==> config.mk <==
export PLATFORM = sky130hd
export DESIGN_NAME = mode_ctrl_flat
export DESIGN_NICKNAME = d
export VERILOG_FILES = /design/src/rtl/mode_ctrl_if.sv /design/src/rtl/mode_ctrl.sv /design/src/flat_wrapper.sv
export SDC_FILE = /design/constraint.sdc
export NUM_CORES = 1
export LEC_CHECK = 0
export BUFFER_PORTS_ARGS = -buffer_cell sky130_fd_sc_hd__clkbuf_2
export CORE_ASPECT_RATIO = 1.75
export CORE_MARGIN = 5
export CORE_UTILIZATION = 61
export DETAILED_ROUTE_END_ITERATION = 16
export PLACE_DENSITY_LB_ADDON = 0.12
export SLEW_MARGIN = 20
export SYNTH_ARGS = -nofsm -noshare
export SYNTH_HDL_FRONTEND = slang
export SYNTH_SLANG_ARGS = --single-unit
==> constraint.sdc <==
create_clock -name clk -period 2.24 [get_ports clk]
set_input_delay 0.672 -clock clk [delete_from_list [all_inputs] [get_ports clk]]
set_output_delay 0.672 -clock clk [all_outputs]
set_load 0.005 [all_outputs]
==> src/rtl/mode_ctrl_if.sv <==
// mode_ctrl_if: front-panel bus between the clock's button/alarm sources and
// the mode controller.
//   b1, b2, b3   raw bouncing push-buttons (high = pressed)
//   tick_1hz     one-clk pulse per second
//   match        alarm comparator level (current time == alarm time)
//   state        display/edit mode (0 CLOCK, 1 TIME_SET, 2 ALARM_SET, 3 STOPWATCH)
//   alarmon      alarm armed
//   b1_pulse,
//   b2_pulse     debounced press pulses forwarded to the datapaths
//   ringing      alarm currently ringing
//   buzz         piezo drive
interface mode_ctrl_if;
  logic       b1, b2, b3;
  logic       tick_1hz;
  logic       match;
  logic [3:0] state;
  logic       alarmon;
  logic       b1_pulse, b2_pulse;
  logic       ringing;
  logic       buzz;

  // panel side: drives buttons, tick and match, observes the controller
  modport master (
    output b1, b2, b3, tick_1hz, match,
    input  state, alarmon, b1_pulse, b2_pulse, ringing, buzz
  );

  // controller side
  modport slave (
    input  b1, b2, b3, tick_1hz, match,
    output state, alarmon, b1_pulse, b2_pulse, ringing, buzz
  );
endinterface

==> src/rtl/mode_ctrl.sv <==
// mode_ctrl: front-panel controller for the clock. Debounces the three
// buttons, sequences the display/edit mode, owns the alarm-enable flag and
// runs the alarm ring / snooze / dismiss sequence.
// Ports:
//   clk    system clock, rising edge
//   reset  asynchronous, active-low
//   bus    mode_ctrl_if.slave (buttons, tick_1hz, match in; mode/alarm out)

// One button: two-flop synchronizer, disagreement counter, rising-edge pulse.
module mode_ctrl_debounce #(
  parameter int DEB_CYCLES = 500000
) (
  input  logic clk,
  input  logic reset,
  input  logic raw,
  output logic press
);
  localparam int CW = (DEB_CYCLES > 1) ? $clog2(DEB_CYCLES) : 1;

  logic          s1, s2, deb, deb_d;
  logic [CW-1:0] cnt;

  always_ff @(posedge clk or negedge reset) begin
    if (!reset) begin
      s1    <= 1'b0;
      s2    <= 1'b0;
      deb   <= 1'b0;
      deb_d <= 1'b0;
      cnt   <= '0;
    end else begin
      s1    <= raw;
      s2    <= s1;
      deb_d <= deb;
      // any cycle of agreement restarts the count, so only an unbroken run
      // of DEB_CYCLES disagreeing samples flips the debounced level
      if (s2 != deb) begin
        if (cnt == CW'(DEB_CYCLES - 1)) begin
          deb <= s2;
          cnt <= '0;
        end else begin
          cnt <= cnt + 1'b1;
        end
      end else begin
        cnt <= '0;
      end
    end
  end

  assign press = deb & ~deb_d;
endmodule

module mode_ctrl #(
  parameter int DEB_CYCLES = 500000,
  parameter int RING_SEC   = 60,
  parameter int SNOOZE_SEC = 300
) (
  input logic        clk,
  input logic        reset,
  mode_ctrl_if.slave bus
);
  localparam int SEC_MAX = (RING_SEC > SNOOZE_SEC) ? RING_SEC : SNOOZE_SEC;
  localparam int SW      = $clog2(SEC_MAX + 1);
  localparam logic [SW-1:0] RING_LAST   = SW'(RING_SEC - 1);
  localparam logic [SW-1:0] SNOOZE_LAST = SW'(SNOOZE_SEC - 1);

  typedef enum logic [1:0] {M_CLOCK, M_TSET, M_ASET, M_SWATCH} mode_t;
  typedef enum logic [1:0] {A_IDLE, A_RING, A_SNOOZE}          alarm_t;

  // ---- button conditioning ----
  logic [2:0] raw, p;   // p[0]=p1, p[1]=p2, p[2]=p3
  assign raw = {bus.b3, bus.b2, bus.b1};

  for (genvar i = 0; i < 3; i++) begin : g_btn
    mode_ctrl_debounce #(.DEB_CYCLES(DEB_CYCLES)) u_deb (
      .clk   (clk),
      .reset (reset),
      .raw   (raw[i]),
      .press (p[i])
    );
  end

  // ---- state ----
  mode_t         mode, mode_n;
  alarm_t        ast, ast_n;
  logic [SW-1:0] sec, sec_n;
  logic          phase, phase_n;      // 0 = beep on
  logic          alarmon, alarmon_n;
  logic          b1p, b1p_n, b2p, b2p_n;
  logic          match_q, match_d;
  logic          match_rise;

  assign match_rise = match_q & ~match_d;

  always_ff @(posedge clk or negedge reset) begin
    if (!reset) begin
      mode    <= M_CLOCK;
      ast     <= A_IDLE;
      sec     <= '0;
      phase   <= 1'b0;
      alarmon <= 1'b0;
      b1p     <= 1'b0;
      b2p     <= 1'b0;
      match_q <= 1'b0;
      match_d <= 1'b0;
    end else begin
      mode    <= mode_n;
      ast     <= ast_n;
      sec     <= sec_n;
      phase   <= phase_n;
      alarmon <= alarmon_n;
      b1p     <= b1p_n;
      b2p     <= b2p_n;
      match_q <= bus.match;
      match_d <= match_q;
    end
  end

  always_comb begin
    mode_n    = mode;
    ast_n     = ast;
    sec_n     = sec;
    phase_n   = phase;
    alarmon_n = alarmon;
    b1p_n     = 1'b0;
    b2p_n     = 1'b0;
    unique case (ast)
      A_IDLE: begin
        if (p[2]) begin
          unique case (mode)
            M_CLOCK:  mode_n = M_TSET;
            M_TSET:   mode_n = M_ASET;
            M_ASET:   mode_n = M_SWATCH;
            default:  mode_n = M_CLOCK;
          endcase
        end
        if (p[0] && mode == M_CLOCK) alarmon_n = ~alarmon;
        b1p_n = p[0] && (mode != M_CLOCK);
        b2p_n = p[1] && (mode != M_CLOCK);
        // evaluated independently of the mode logic so a match edge landing
        // on a mode change is not lost
        if (match_rise && alarmon) begin
          ast_n   = A_RING;
          sec_n   = '0;
          phase_n = 1'b0;
        end
      end
      A_RING: begin
        // priority: disarm, dismiss, snooze, then timeout
        if (!alarmon || p[0] || p[2]) begin
          ast_n = A_IDLE;
          sec_n = '0;
        end else if (p[1]) begin
          ast_n = A_SNOOZE;
          sec_n = '0;
        end else if (bus.tick_1hz) begin
          if (sec == RING_LAST) begin
            ast_n = A_IDLE;
            sec_n = '0;
          end else begin
            sec_n   = sec + 1'b1;
            phase_n = ~phase;
          end
        end
      end
      A_SNOOZE: begin
        if (!alarmon) begin
          ast_n = A_IDLE;
          sec_n = '0;
        end else if (bus.tick_1hz) begin
          if (sec == SNOOZE_LAST) begin
            ast_n   = A_RING;
            sec_n   = '0;
            phase_n = 1'b0;
          end else begin
            sec_n = sec + 1'b1;
          end
        end
      end
      default: begin
        ast_n = A_IDLE;
        sec_n = '0;
      end
    endcase
  end

  assign bus.state    = {2'b00, mode};
  assign bus.alarmon  = alarmon;
  assign bus.b1_pulse = b1p;
  assign bus.b2_pulse = b2p;
  assign bus.ringing  = (ast == A_RING);
  assign bus.buzz     = (ast == A_RING) & ~phase;
endmodule

==> src/flat_wrapper.sv <==
// flat-port wrapper written by rule: the top's interface ports become plain ports
module mode_ctrl_flat 
#(
  parameter int DEB_CYCLES = 500000,
  parameter int RING_SEC   = 60,
  parameter int SNOOZE_SEC = 300
)
  (clk, reset, bus_b1, bus_b2, bus_b3, bus_tick_1hz, bus_match, bus_state, bus_alarmon, bus_b1_pulse, bus_b2_pulse, bus_ringing, bus_buzz);
  mode_ctrl_if bus_i ();
  input logic clk;
  input logic reset;
  input wire logic [$bits(bus_i.b1)-1:0] bus_b1;
  input wire logic [$bits(bus_i.b2)-1:0] bus_b2;
  input wire logic [$bits(bus_i.b3)-1:0] bus_b3;
  input wire logic [$bits(bus_i.tick_1hz)-1:0] bus_tick_1hz;
  input wire logic [$bits(bus_i.match)-1:0] bus_match;
  output wire logic [$bits(bus_i.state)-1:0] bus_state;
  output wire logic [$bits(bus_i.alarmon)-1:0] bus_alarmon;
  output wire logic [$bits(bus_i.b1_pulse)-1:0] bus_b1_pulse;
  output wire logic [$bits(bus_i.b2_pulse)-1:0] bus_b2_pulse;
  output wire logic [$bits(bus_i.ringing)-1:0] bus_ringing;
  output wire logic [$bits(bus_i.buzz)-1:0] bus_buzz;
  assign bus_i.b1 = bus_b1;
  assign bus_i.b2 = bus_b2;
  assign bus_i.b3 = bus_b3;
  assign bus_i.tick_1hz = bus_tick_1hz;
  assign bus_i.match = bus_match;
  assign bus_state = bus_i.state;
  assign bus_alarmon = bus_i.alarmon;
  assign bus_b1_pulse = bus_i.b1_pulse;
  assign bus_b2_pulse = bus_i.b2_pulse;
  assign bus_ringing = bus_i.ringing;
  assign bus_buzz = bus_i.buzz;
  mode_ctrl #(.DEB_CYCLES(DEB_CYCLES), .RING_SEC(RING_SEC), .SNOOZE_SEC(SNOOZE_SEC)) u_core (.clk(clk), .reset(reset), .bus(bus_i));
endmodule
== Yosys cells after proc, flatten, opt, wreduce, memory -nomap -nowiden ==
Index checks and enable logic that the tools add are counted.

* $mul: 0
* Reduce and logical (&&, ||, !) cells: 19
* Add/sub/neg operators: 4
* Order comparisons: 0
* Div/mod/pow operators: 0
* Eq/ne operators: 24
* Shift-type cells: 0
* Bitwise logic cells: 11
* Muxes and demuxes: 36

{| class="wikitable"
|+ Operators by type and width
! kind !! count
|-
| $mux W19 || 6
|-
| $mux W9 || 8
|-
| $add A19 B1 Y19 const B || 3
|-
| $eq A19 B19 Y1 const B || 3
|-
| $pmux W9 S3 || 1
|-
| $mux W2 || 8
|-
| $pmux W2 S3 || 2
|-
| $mux W1 || 10
|-
| $ne A2 B2 Y1 const B || 5
|-
| $reduce_and A2 Y1 || 5
|-
| $add A9 B1 Y9 const B || 1
|-
| $eq A9 B6 Y1 const B || 1
|-
| $eq A9 B9 Y1 const B || 1
|-
| $reduce_and A9 Y1 || 1
|-
| $ne A2 B1 Y1 const B || 3
|-
| $ne A3 B3 Y1 const B || 2
|-
| $not A1 Y1 || 6
|-
| $and A1 B1 Y1 || 5
|-
| $reduce_and A5 Y1 || 1
|-
| $eq A2 B1 Y1 const B || 2
|-
| $eq A2 B2 Y1 const B || 2
|-
| $logic_and A1 B1 Y1 || 4
|-
| $logic_not A2 Y1 || 2
|-
| $ne A4 B1 Y1 const B || 1
|-
| 8 further kinds || 11
|}

* Memory bits (writable): 0
* Memories kept: 0
* Word-level logic and storage cells: 118
* Memory bits (read-only): 0
* Input port bits: 7
* Latch bits: 0
* Register bits: 88
* Output and inout bits: 9

== Longest topological paths before layout ==
Gate-level depths: netlist of the first run.

* Depth after elaboration: 6
* Mapped depth: 9
* Mapped depth without buffers: 7

== Hierarchy ==
A second synthesis of the first run with hierarchy kept.

* Cell total of the unflattened synthesis: 447
* Area total of the unflattened synthesis: 4,518.1 um2

{| class="wikitable"
|+ By module, submodules not included
! module !! times used !! area each (um2) !! cells each !! seq. area each (um2)
|-
| mode_ctrl_debounce || 3 || 1,111.1 || 107 || 575.6
|-
| mode_ctrl || 1 || 1,184.9 || 126 || 475.5
|}

== Worst setup path after synthesis of the first run ==
OpenSTA, ideal clock, no wires.

* Path type: register to register
* From: reg u_core.sec[6]
* To: reg u_core.phase
* Buffers on the path: 0
* Path slack: 0.388 ns
* Library setup time: 0.119 ns
* Stages on the path, launching flop included: 6
* Required time: 2.121 ns
* Arrival time: 1.733 ns
* Period minus slack after synthesis: 1.852 ns
* Cells stage by stage: dfrtp_1 -> or4b_4 -> or3_4 -> and4_4 -> mux2i_1 -> nand2_1

* Cells in the longest elaborated chain, start to end: 3
* Elaborated cells on any way between the ends: 5
* Those cells by class: eq/ne: 4; reduce/logical: 1

{| class="wikitable"
|+ RTL lines
! element !! line !! RTL
|-
| start, declared || mode_ctrl.sv:85 || <nowiki>logic [SW-1:0] sec, sec_n;</nowiki>
|-
| start signal, assigned || mode_ctrl.sv:108 || <nowiki>sec <= sec_n;</nowiki>
|-
| $eq A9 B9 Y1 / $eq A9 B6 Y1 (equally long branches) || mode_ctrl.sv:170, mode_ctrl.sv:156 ||
|-
| $ne A2 B1 Y1 (no line) / $ne A2 B2 Y1 (equally long branches) || - ||
|-
| $reduce_and A9 Y1 (no line) * || - ||
|-
| end signal, assigned || mode_ctrl.sv:109 || <nowiki>phase <= phase_n;</nowiki>
|-
| end, declared || mode_ctrl.sv:86 || <nowiki>logic phase, phase_n;</nowiki>
|}

Every way passes the cells marked *; elsewhere a longest branch is shown, timed or not.
A chain may end at the register's enable or synchronous reset.

== Final worst setup path of the first run ==
* From: reg u_core.ast[1]
* To: out bus_buzz

* Cells in the longest elaborated chain, start to end: 2

{| class="wikitable"
|+ RTL lines
! element !! line !! RTL
|-
| start, declared || mode_ctrl.sv:84 || <nowiki>alarm_t ast, ast_n;</nowiki>
|-
| start signal, assigned || mode_ctrl.sv:107 || <nowiki>ast <= ast_n;</nowiki>
|-
| $eq A2 B1 Y1 || mode_ctrl.sv:191 || <nowiki>assign bus.buzz = (ast == A_RING) & ~phase;</nowiki>
|-
| $and A1 B1 Y1 || mode_ctrl.sv:191 ||
|-
| end, declared || flat_wrapper.sv:22 || <nowiki>output wire logic [$bits(bus_i.buzz)-1:0] bus_buzz;</nowiki>
|}

Every way passes these cells.

==> results of run 1 <==
==> where the power goes <==
group | switching (mW) | leakage [nW] | internal [mW]
logic | 0.0628 | 0.710 | 0.0312
registers | 0.0170 | 1.20 | 1.61
clock network | 0.584 | 0.159 | 0.984
==> final cells by class <==
cell class	count	area [µm²]	area share, %
Sequential cell	88	2200	46.2
Multi-Input combinational cell	314	1920	40.3
Clock buffer	14	284	5.96
Timing Repair Buffer	21	153	3.20
Tap cell	84	105	2.20
Inverter	18	67.6	1.42
Clock inverter	2	35.0	0.735
==> worst paths after layout <==
kind / from / to
setup / recovery: u_core.ast[1] / bus_buzz
hold / removal: reset / u_core.match_d
setup reg to reg: u_core.sec[6] / u_core.sec[7]
hold reg to reg: u_core.g_btn[0].u_deb.s1 / u_core.g_btn[0].u_deb.s2
max in group asynchronous: reset / u_core.g_btn[0].u_deb.cnt[13]
min in group clk: u_core.g_btn[0].u_deb.s1 / u_core.g_btn[0].u_deb.s2
==> critical path: stages (launching register included) <==
cell,delay (ps)
dfrtp_1,410
inv_2,80
ha_1,160
buf_4,140
inv_1,50
nor2_1,140
clkbuf_2,140
==> placed cells by master (no fill, tap or decap), types with 9 or more instances in the layout <==
master and count:
nand2_1 33, ha_1 10, xnor2_1 25, clkbuf_16 9, nand2b_1 9, nand3_1 25
nor2_1 83, dfrtp_1 88, nor3_1 9, nand4_1 16, inv_1 17, clkbuf_2 12
xor2_1 30
==> registers in the layout, summed over array words and instances (netlist names) <==
register / cells
u_core.g_btn.u_deb.cnt: 57
u_core.g_btn.u_deb.deb_d: 3
u_core.match_d: 1
u_core.g_btn.u_deb.s1: 3
u_core.bus.b1_pulse: 1
u_core.sec: 9
u_core.bus.alarmon: 1
u_core.ast: 2
u_core.phase: 1
u_core.match_q: 1
u_core.g_btn.u_deb.deb: 3
u_core.bus.b2_pulse: 1
u_core.mode: 2
u_core.g_btn.u_deb.s2: 3
==> per-stage QoR <==
step	hold slack, ps	utilization [%]
after floorplan	331	-
after global placement	334	64.9
after detailed placement	336	64.9
after CTS	291	69.5
after global routing	316	69.5
final	288	69.5
==> kinds of logic after synthesis <==
logic type | count (synthesis) | share of synthesized area [%]
adder cells (fa/ha/maj) | 10 | 2.94
flip-flops | 88 | 51.8
XOR/XNOR | 55 | 11.3
AO/OA/AOI/OAI | 28 | 4.35
buffers and inverters | 30 | 3.12
other | 1 | 0.0882
multiplexers | 5 | 1.29
AND/OR/NAND/NOR | 214 | 25.1
==> metal layers <==
layer | GRT usage, % | vias to the layer above
li1 | - | 1492
met1 | 24.8 | 1525
met2 | 34.8 | 53
met3 | 4.49 | 10
met4 | 7.62 | 0
met5 | 0 | -
==> results.py, run 1 <==
metrics = {
    "pwr": {
        "p_leak_nw": 2.07,
        "power_mw": 3.29,
        "p_per_area_nw_per_um2": 690,
        "vdd_drop_max_mv": 0.616,
    },
    "placement": {
        "gp_congestion": 0.838,
        "dp_slack_ps": 188,
        "placedCellCount": 525,
        "dp_hpwl_um": 5460,
        "portBuffers": 13,
        "dpl_cell_area_um2": 4450,
    },
    "route": {
        "met2_length_um": 4230,
        "viasPerCell": 5.69,
        "antenna_left": 0,
        "drt-total-wl_um": 7870,
        "drcViolationCount": 0,
        "drt-initial-drc-count": 140,
        "wl_per_cell_um": 14.5,
        "wl_met1_um": 3270,
        "highest_layer": "met4",
        "dr.pass1.iters": 5,
        "route.met3.wl_um": 244,
        "vias": 3080,
    },
    "flow_run": {
        "cap_violations": 0,
    },
    "synth": {
        "synth_cell_types": 47,
        "synth_top_area_share_pct": 51.8,
        "synth-seq-cells": 88,
        "syn_avg_cell_area_um2": 9.87,
        "synth_area_leader_cell": "dfrtp_1",
        "synth-edff-count": 0,
        "synth_seq_area_share_pct": 51.8,
        "netlist_area_um2": 4250,
        "yosys-top-cells-count": "dfrtp_1, nor2_1, nand2_1",
        "yosys_most_used_dff": "dfrtp_1",
        "synthCells": 431,
        "synth_area_leaders": "dfrtp_1, nor2_1, xor2_1",
        "async_flop_share_pct": 100,
        "ys_warn_count": 0,
        "yosys.cell_count.top_type": "dfrtp_1",
    },
    "setup_path": {
        "end_kind": "primary output",
        "r2r_slack_ps": 180,
        "crit_type": "reg2out",
        "cp-start-kind": "register",
        "worstPathMaxFanout": 5,
        "cp_data_required_time_ps": 1570,
        "ff2ff_path_depth": 5,
        "cp_data_arrival_time_ps": 1460,
    },
    "cts": {
        "cts_tree": "built",
        "cts_root_buf": "clkbuf_16",
        "clock_sinks": 88,
        "max-clock-path-buffers": 2,
        "numCtsBuffers": 9,
        "cts-hold-fix-buffers": 0,
        "cts_resized": 0,
        "h-tree-depth": 3,
        "cts_setup_buffers": 0,
        "worstSkewPairLatency_ps": 340,
        "clk_pin_slew_ps": 60,
    },
    "die": {
        "rows": 40,
        "coreArea_um2": 6860,
        "die_area_um2": 8810,
        "die_h_um": 120,
        "start_util_pct": 62.0,
        "pin_count": 16,
        "fp.dieW_um": 73.1,
    },
    "sta": {
        "fin_crit_sh_pct": 95.3,
        "setup_ws_ps": 105,
        "fmax_mhz": 468,
        "skew_ps": 7.03,
        "rsz0062_at_grt": "false",
        "drv_slew": 0,
        "final-hold-violation-count": 0,
        "final-setup-viol-count": 0,
        "min_period_ps": 2140,
        "final.setup.tns_ps": 0,
    },
    "global_routing": {
        "grt_pass1_vias": 3103,
        "antenna_found_initial": 0,
        "track_usage_pct": 20.5,
        "grt-ovfl-total": 0,
        "grt_max_degree": 35,
        "grt_pass1_wl_um": 14200,
    },
    "finish": {
        "n_antenna_cell": 0,
        "area_growth_pct": 12.1,
        "fin_nets": 469,
        "nFillCells": 539,
        "final_area_um2": 4770,
        "drive_gt1_share_pct": 10.7,
        "final_cells": 541,
    },
    "worst_hold_path": {
        "hp-class": "in2async",
    },
    "status": {
        "status": "complete, no violations",
    },
}
Note: power is estimated with default switching activity, not from simulation.
==> run 2: changes to the inputs <==
--- a/config.mk
+++ b/config.mk
@@ -11,6 +11,8 @@
 export CORE_UTILIZATION = 61
 export DETAILED_ROUTE_END_ITERATION = 16
 export PLACE_DENSITY_LB_ADDON = 0.12
+export RECOVER_POWER = 25
+export REMOVE_ABC_BUFFERS = 1
 export SLEW_MARGIN = 20
 export SYNTH_ARGS = -nofsm -noshare
 export SYNTH_HDL_FRONTEND = slang
==> run 2 against run 1 <==
  * Critical path depth unchanged
  * Sequential power about the same
  * Utilization decreased by 0.40 points
  * Final area decreased by 0.58%
  * Setup slack worse by 6.5 ps
  * Via count shrank 2.5%
  * Non-clock buffer count down 1
  * Clock-buffer cell count fell by 4
==> results.py, run 2 (same netlist as run 1, synthesis figures left out) <==
metrics = {
    "sta": {
        "drv_slew": 0,
        "rsz0062_at_grt": "false",
        "final-setup-viol-count": 0,
        "final-hold-violation-count": 0,
        "skew_ps": 10.8,
        "min_period_ps": 2140,
        "fmax_mhz": 467,
        "fin_crit_sh_pct": 95.6,
        "final.setup.tns_ps": 0,
        "worst_pin_slew_ps": 1160,
        "max_slew_margin_pct": 22.6,
    },
    "route": {
        "dr.pass1.iters": 7,
        "wl_per_cell_um": 14.5,
        "drt-total-wl_um": 7800,
        "vias": 3003,
        "viasPerCell": 5.56,
        "drt-initial-drc-count": 142,
        "antenna_left": 0,
        "drcViolationCount": 0,
    },
    "cts": {
        "cts_setup_buffers": 0,
        "worstSkewPairLatency_ps": 340,
        "max-clock-path-buffers": 2,
        "cts_root_buf": "clkbuf_16",
        "cts_resized": 0,
        "clock_sinks": 88,
        "h-tree-depth": 3,
        "numCtsBuffers": 9,
        "clk_pin_slew_ps": 70,
        "cts_tree": "built",
        "cts-hold-fix-buffers": 0,
    },
    "pwr": {
        "vdd_drop_max_mv": 0.645,
        "p_leak_nw": 2.06,
        "p_per_area_nw_per_um2": 697,
    },
    "setup_path": {
        "cp_data_required_time_ps": 1570,
        "r2r_end": "u_core.sec[4]",
        "end_kind": "primary output",
        "cp-start-kind": "register",
        "crit_type": "reg2out",
        "worstReg2RegStart": "u_core.sec[6]",
        "cp_data_arrival_time_ps": 1470,
        "worstPathMaxFanout": 5,
        "r2r_slack_ps": 160,
        "ff2ff_path_depth": 5,
    },
    "global_routing": {
        "grt_pass1_vias": 3162,
        "track_usage_pct": 20.4,
        "antenna_found_initial": 0,
        "grt_max_degree": 89,
        "grt-ovfl-total": 0,
        "grt_pass1_wl_um": 14200,
    },
    "die": {
        "fp.dieW_um": 73.1,
        "pin_count": 16,
        "start_util_pct": 62.0,
        "die_h_um": 120,
        "coreArea_um2": 6860,
        "rows": 40,
        "die_area_um2": 8810,
    },
    "flow_run": {
        "cap_violations": 0,
    },
    "worst_hold_path": {
        "whs_path_depth": 0,
        "hold_end": "u_core.g_btn[2].u_deb.s2",
        "hp-class": "reg2reg",
        "min_from": "u_core.g_btn[2].u_deb.s1",
    },
    "finish": {
        "top_register": "u_core.g_btn.u_deb.cnt",
        "fin_nets": 468,
        "drive_gt1_share_pct": 10.7,
        "final_cell_mix": "dfrtp_1, nor2_1, nand2_1, xor2_1",
        "n_antenna_cell": 0,
        "nFillCells": 532,
        "final_cells": 540,
        "final_core_util_pct": 69.1,
        "layout_commonest_cell": "dfrtp_1",
        "reg_top3": "u_core.g_btn.u_deb.cnt: 57 flops, u_core.sec: 9 flops",
        "largest_reg_flops": 57,
        "area_growth_pct": 11.5,
    },
    "placement": {
        "dp_hpwl_um": 5320,
        "placedCellCount": 524,
        "gp_congestion": 0.841,
        "portBuffers": 13,
    },
    "status": {
        "status": "complete, no violations",
    },
}
run 2: cell count changes in the layout (fill, tap and decap cells not counted), sizes merged:
cell	before	now
clkinvlp	0	1
bufinv	1	2
clkbuf	26	24
clkinv	1	3
buf	9	6
run 2: layout make-up:
type / count / area, µm² / area share [%]
flip-flops and latches: 88 / 2200 / 46.5
multi-input cells: 314 / 1920 / 40.6
clock buffers: 10 / 239 / 5.04
repair buffers: 20 / 120 / 2.53
well taps: 84 / 105 / 2.22
clock inverters: 6 / 82.6 / 1.74
inverters: 18 / 67.6 / 1.43
run 2: critical path, stage by stage (launching register included):
cell and delay, ps:
dfrtp_1 410, inv_1 110, ha_1 170, buf_4 140
inv_1 60, nor2_2 120, clkbuf_2 130
run 2: worst max path at each step:
stage | startpoint | endpoint | slack, ps | depth (start not counted)
global placement | u_core.sec[6] | u_core.sec[4] | 210 | 5
detailed placement | u_core.sec[6] | u_core.sec[3] | 160 | 5
floorplan | u_core.ast[1] | u_core.sec[3] | 210 | 7
global route | u_core.ast[1] | bus_buzz | 8 | 6
finish | u_core.ast[1] | bus_buzz | 100 | 6
CTS | u_core.ast[1] | bus_buzz | 70 | 6
run 2: routing by layer:
| metal | wire, µm | track usage (%) |
|---|---|---|
| met1 | 3200 | 24.4 |
| met2 | 4240 | 34.5 |
| met3 | 206 | 3.08 |
| met4 | 163 | 10.3 |
| met5 | 0 | 0 |
run 2: per-stage QoR:
stage | hold slack [ps] | total power [mW] | setup slack [ps] | instance area (µm²)
5_1_grt | 358 | 3.43 | 8.49 | 4740
2_1_floorplan | 331 | 1.69 | 208 | 4190
3_3_place_gp | 334 | 1.74 | 207 | 4430
4_1_cts | 349 | 3.35 | 67.8 | 4750
6_report | 347 | 3.30 | 98.5 | 4740
3_5_place_dp | 336 | 1.75 | 160 | 4430
run 2: report_power, final:
group          total, mW  internal [mW]  switching, mW
Sequential          1.63           1.61         0.0163
Combinational     0.0855         0.0250         0.0605
Clock               1.59           1.00          0.592
